$ cat src/rtl/alu_control_fsm.sv
// Multi-cycle control FSM for the Eka v1 core: fetch, decode, execute,
// memory and writeback sequencing with ALU, memory, register-file and PC strobes.
module alu_control_fsm #(
    parameter bit TRAP_ON_ILLEGAL = 1'b1
) (
    input  logic        clk,
    input  logic        reset,
    output logic        instr_req,
    input  logic        instr_valid,
    input  logic [31:0] instruction,
    input  logic        zero,
    input  logic        mem_ready,
    output logic [1:0]  ALU_Op,
    output logic        add_sub_sel,
    output logic        alu_src2_imm,
    output logic        mem_read,
    output logic        mem_write,
    output logic        mem_to_reg,
    output logic        reg_write,
    output logic        pc_write,
    output logic        pc_src,
    output logic        instr_retired,
    output logic        illegal_instr
);

    typedef enum logic [2:0] {
        FETCH,
        DECODE,
        EXECUTE,
        MEM,
        WB,
        TRAP
    } state_t;

    state_t      state;
    state_t      state_nxt;
    logic [31:0] ir;

    logic [6:0] opcode;
    logic [2:0] funct3;
    logic [6:0] funct7;
    logic       is_add;
    logic       is_sub;
    logic       is_addi;
    logic       is_lw;
    logic       is_sw;
    logic       is_beq;
    logic       is_bne;
    logic       is_branch;
    logic       is_mem;
    logic       is_legal;
    logic       br_taken;

    // Register and immediate fields belong to the datapath, not this unit.
    logic unused_ir_bits;
    assign unused_ir_bits = ^{ir[24:15], ir[11:7]};

    always_ff @(posedge clk) begin
        if (reset) begin
            state <= FETCH;
            ir    <= 32'h0000_0013;
        end else begin
            state <= state_nxt;
            if (state == FETCH && instr_valid) begin
                ir <= instruction;
            end
        end
    end

    assign opcode = ir[6:0];
    assign funct3 = ir[14:12];
    assign funct7 = ir[31:25];

    assign is_add    = opcode == 7'b0110011 && funct3 == 3'b000
                    && funct7 == 7'b0000000;
    assign is_sub    = opcode == 7'b0110011 && funct3 == 3'b000
                    && funct7 == 7'b0100000;
    assign is_addi   = opcode == 7'b0010011 && funct3 == 3'b000;
    assign is_lw     = opcode == 7'b0000011 && funct3 == 3'b010;
    assign is_sw     = opcode == 7'b0100011 && funct3 == 3'b010;
    assign is_beq    = opcode == 7'b1100011 && funct3 == 3'b000;
    assign is_bne    = opcode == 7'b1100011 && funct3 == 3'b001;
    assign is_branch = is_beq | is_bne;
    assign is_mem    = is_lw | is_sw;
    assign is_legal  = is_add | is_sub | is_addi | is_mem | is_branch;

    // The ALU reports zero=0 when the operands are equal.
    assign br_taken = is_beq ? ~zero : zero;

    assign ALU_Op = 2'b00;

    always_comb begin
        state_nxt     = state;
        instr_req     = 1'b0;
        add_sub_sel   = 1'b0;
        alu_src2_imm  = 1'b0;
        mem_read      = 1'b0;
        mem_write     = 1'b0;
        mem_to_reg    = 1'b0;
        reg_write     = 1'b0;
        pc_write      = 1'b0;
        pc_src        = 1'b0;
        instr_retired = 1'b0;
        illegal_instr = 1'b0;

        // Reset silences every strobe in the cycle it is sampled.
        if (!reset) begin
            case (state)
                FETCH: begin
                    instr_req = 1'b1;
                    if (instr_valid) begin
                        state_nxt = DECODE;
                    end
                end
                DECODE: begin
                    if (is_legal) begin
                        state_nxt = EXECUTE;
                    end else if (TRAP_ON_ILLEGAL) begin
                        state_nxt = TRAP;
                    end else begin
                        pc_write      = 1'b1;
                        instr_retired = 1'b1;
                        state_nxt     = FETCH;
                    end
                end
                EXECUTE: begin
                    add_sub_sel  = is_sub | is_branch;
                    alu_src2_imm = is_addi | is_mem;
                    if (is_branch) begin
                        pc_write      = 1'b1;
                        pc_src        = br_taken;
                        instr_retired = 1'b1;
                        state_nxt     = FETCH;
                    end else if (is_mem) begin
                        state_nxt = MEM;
                    end else begin
                        state_nxt = WB;
                    end
                end
                MEM: begin
                    add_sub_sel  = is_sub | is_branch;
                    alu_src2_imm = is_addi | is_mem;
                    mem_read     = is_lw;
                    mem_write    = is_sw;
                    if (mem_ready) begin
                        if (is_lw) begin
                            state_nxt = WB;
                        end else begin
                            pc_write      = 1'b1;
                            instr_retired = 1'b1;
                            state_nxt     = FETCH;
                        end
                    end
                end
                WB: begin
                    reg_write     = 1'b1;
                    mem_to_reg    = is_lw;
                    pc_write      = 1'b1;
                    instr_retired = 1'b1;
                    state_nxt     = FETCH;
                end
                TRAP: begin
                    illegal_instr = 1'b1;
                end
                default: begin
                    state_nxt = FETCH;
                end
            endcase
        end
    end

endmodule

$ cat config.mk
export PLATFORM = sky130hd
export DESIGN_NAME = alu_control_fsm
export DESIGN_NICKNAME = d
export VERILOG_FILES = /design/src/rtl/alu_control_fsm.sv
export SDC_FILE = /design/constraint.sdc
export NUM_CORES = 1
export LEC_CHECK = 0
export BUFFER_PORTS_ARGS = -buffer_cell sky130_fd_sc_hd__buf_2
export CAP_MARGIN = 20
export CORE_MARGIN = 3
export CORE_UTILIZATION = 35
export CTS_BUF_LIST = sky130_fd_sc_hd__clkbuf_2 sky130_fd_sc_hd__clkbuf_4 sky130_fd_sc_hd__clkbuf_8
export DETAILED_ROUTE_END_ITERATION = 12
export PLACE_DENSITY_LB_ADDON = 0.08
export SYNTH_ARGS = -nofsm -noshare
export SYNTH_HDL_FRONTEND = slang
export SYNTH_SLANG_ARGS = --single-unit
$ cat constraint.sdc
create_clock -name clk -period 2.4 [get_ports clk]
set_input_delay 0.24 -clock clk [delete_from_list [all_inputs] [get_ports clk]]
set_output_delay 0.24 -clock clk [all_outputs]
set_load 0.02 [all_outputs]
==> run metrics <==
row count=20; Mapped Cells=~160; total of max-cap violations=0; Die H=roughly 63 µm; wire per inst=12.0 µm; Port-buffer cells=32; Starting DRT DRC Count=between 40 and 50; via count=1132; Critical Path Start Type=flop; fin. max-slew vios=0; endpoints failing setup=0; post-synthesis sequential area ratio=35.4%; synth cell count leaders=nand2_1 (38), dfxtp_1 (20), a21oi_1 (19), clkbuf_1 (10), nor2_1 (8); Post-CTS Setup Repair Bufs=0; CTS root buffer=clkbuf_4; Seq pwr share=between 40% and 50%; initial antenna violation count=0; Skew-Pair Late Insertion Delay=roughly 0.3 ns; Final period util=a little over nine tenths; Critical Path Fanout Max=5; first-pass GRT wire length=approximately 4.7 mm; cell breakdown of the critical path=nor4b_4 -> nand2_1 -> or4b_4 -> nand4_1 -> a21oi_1 -> buf_2; Power Density=about 730 nW/µm²; Final Wtd Congestion=between 0.8 and 0.9; Worst EP arrival=2.04 ns; Slowest-stage cell, CP=or4b_4; post-synth top area share=roughly 35%; drt pass-1 iters=4; Sw Pwr=approximately 330 µW; syn_area_per_cell=a little over 7 µm²; CTS Buf Count=3; final net count=between 200 and 250; Sink Count=20; Boundary Pins=50; Tmin final=around 2.3 ns; synthesized flop and latch total=20; Post-Route WL=roughly 2.7 mm; largest cells by area after synthesis=dfxtp_1 (35%), nand2_1 (13%), a21oi_1 (8.4%), clkbuf_1 (3.3%), nor4_1 (3.3%); Worst Tran Pin Value=0.616 ns; most frequent cell after synthesis=nand2_1; # diodes=0; Worst path max stage delay=0.54 ns; vias in the first global route=1066; TritonCTS clock tree=done; vias per std cell=between 5 and 6; Post-synth EDFFs=0; Residual DRC=0; Sw Ratio=33.4%; P_leak=about 0.57 nW; Logic pwr share=between 20 and 30%; asr flop ratio synth=0%; clk slew on worst S/H paths=~0.12 ns; die area=~3900 µm²; deepest clock path buffer count=2; Hold WC Path Type=in2reg; Slew headroom=58.9%; Top FF cell, synth=dfxtp_1; H-tree levels=1; largest net degree at the start of global routing=27; worst setup path category=reg2out; core area=between 3000 and 4000 µm²; Die W=roughly 63 µm; crit path capture type=output pin; synth warn=0; setup TNS=0 ns; unrepaired setup endpoints after global routing=no; total global-route track usage=14.6%; gr ovfl total=0; Post-Layout Cell Count=around 220; Routed Antenna Nets=0; Int Pwr=around 660 µW; Critical Path RT=around 2.2 ns; clock power share=27.5%; Fin. Hold Viols=0; Inst Count DP=220; status=complete, no violations; Syn Std Cell Area=~1100 µm²; starting density of the core=36.7%; Layout area overhead=20.1%; Layout Skew=roughly 0.0042 ns; Filler Cells Inserted=between 300 and 400; layout cell share with drive strength beyond 1=between 20% and 30%; fmax=~440 MHz; Peak VDD IR=around 0.25 mV; post-synth top area cell=dfxtp_1; Final HPWL DP=approximately 2 mm; Netlist cell types=34
## final timing paths
kind | startpoint | slack (ns) | depth (start not counted) | to
max reg2reg | ir[12] | 0.55 | 5 | state[2]
min reg2reg | ir[25] | 0.46 | 2 | ir[25]
min | instruction[1] | 0.14 | 3 | ir[1]
max | ir[12] | 0.12 | 6 | pc_write
## sequential cells by signal, indices dropped and copies added (netlist names)
name   flops
ir        17
state      3
## layout make-up
type	count	area [µm²]	share of cell area [%]
repair buffers	32	160	11.8
well taps	44	55.1	4.05
multi-input cells	121	678	49.9
clock buffers	3	22.5	1.66
flip-flops and latches	20	402	29.6
inverters	3	11.3	0.829
clock inverters	1	30.0	2.21
## per-stage QoR
stage / cell area [µm²] / utilization [%] / setup WS [ns] / hold slack (ns) / total power [mW]
after detailed placement: 1290 / 41.9 / 0.419 / 0.451 / 0.720
final: 1360 / 44.1 / 0.120 / 0.139 / 0.995
after floorplan: 1130 / - / 0.423 / 0.358 / 0.652
after CTS: 1340 / 43.6 / 0.0570 / 0.129 / 1.00
after global placement: 1290 / 41.9 / 0.407 / 0.445 / 0.715
after global routing: 1360 / 44.1 / 0.0188 / 0.134 / 1.08
## layer usage
metal  vias up  track usage (%)  wire length, µm
met5         -                0                0
met4         0             4.96               21
met3         2             4.14              172
met2        36             22.9             1170
met1       500             19.2             1330
li1        594                -                -
## power groups by stage
stage / logic (mW) / clock network [mW] / registers (mW)
floorplan: 0.241 / 0 / 0.411
global placement: 0.275 / 0 / 0.441
detailed placement: 0.278 / 0 / 0.442
CTS: 0.279 / 0.287 / 0.434
global route: 0.322 / 0.303 / 0.450
finish: 0.282 / 0.274 / 0.439
## cell families after synthesis
| family | Yosys count | share of synthesized area (%) |
|---|---|---|
| other | 1 | 0.332 |
| muxes | 1 | 0.885 |
| DFF | 20 | 35.4 |
| and+or+nand+nor | 85 | 39.4 |
| AOI/OAI and AO/OA | 32 | 16.9 |
| xor gates and xnor gates | 1 | 0.774 |
| buffers and inverters | 16 | 6.31 |
## critical path, delay by kind of cell, from the launching register on
family,cells,cell delay (ns)
AO/OA/AOI/OAI,1,0.08
AND/OR/NAND/NOR,4,1.10
flip-flops,1,0.38
buffers and inverters,1,0.19
## layout by cell type (no fill, tap or decap), types with 2 or more instances in the layout
| cell | count |
|---|---|
| nor2_1 | 8 |
| dfxtp_1 | 19 |
| o311a_1 | 2 |
| nand2_1 | 38 |
| nor3_1 | 6 |
| nor4_1 | 5 |
| a21oi_1 | 19 |
| conb_1 | 2 |
| buf_2 | 32 |
| nand4_1 | 2 |
| nand2b_1 | 4 |
| nor3b_1 | 2 |
| nand3b_1 | 4 |
| inv_1 | 3 |
| o21ai_0 | 4 |
| and3b_1 | 2 |
| nand3_1 | 5 |
| o211ai_1 | 2 |
| clkbuf_4 | 3 |
## timing repair
action                     4_1_cts  5_1_grt
gates resized for setup          0        3
setup endpoints to repair        0        5
hold buffers                     0        0
Note: power is estimated with default switching activity, not from simulation.
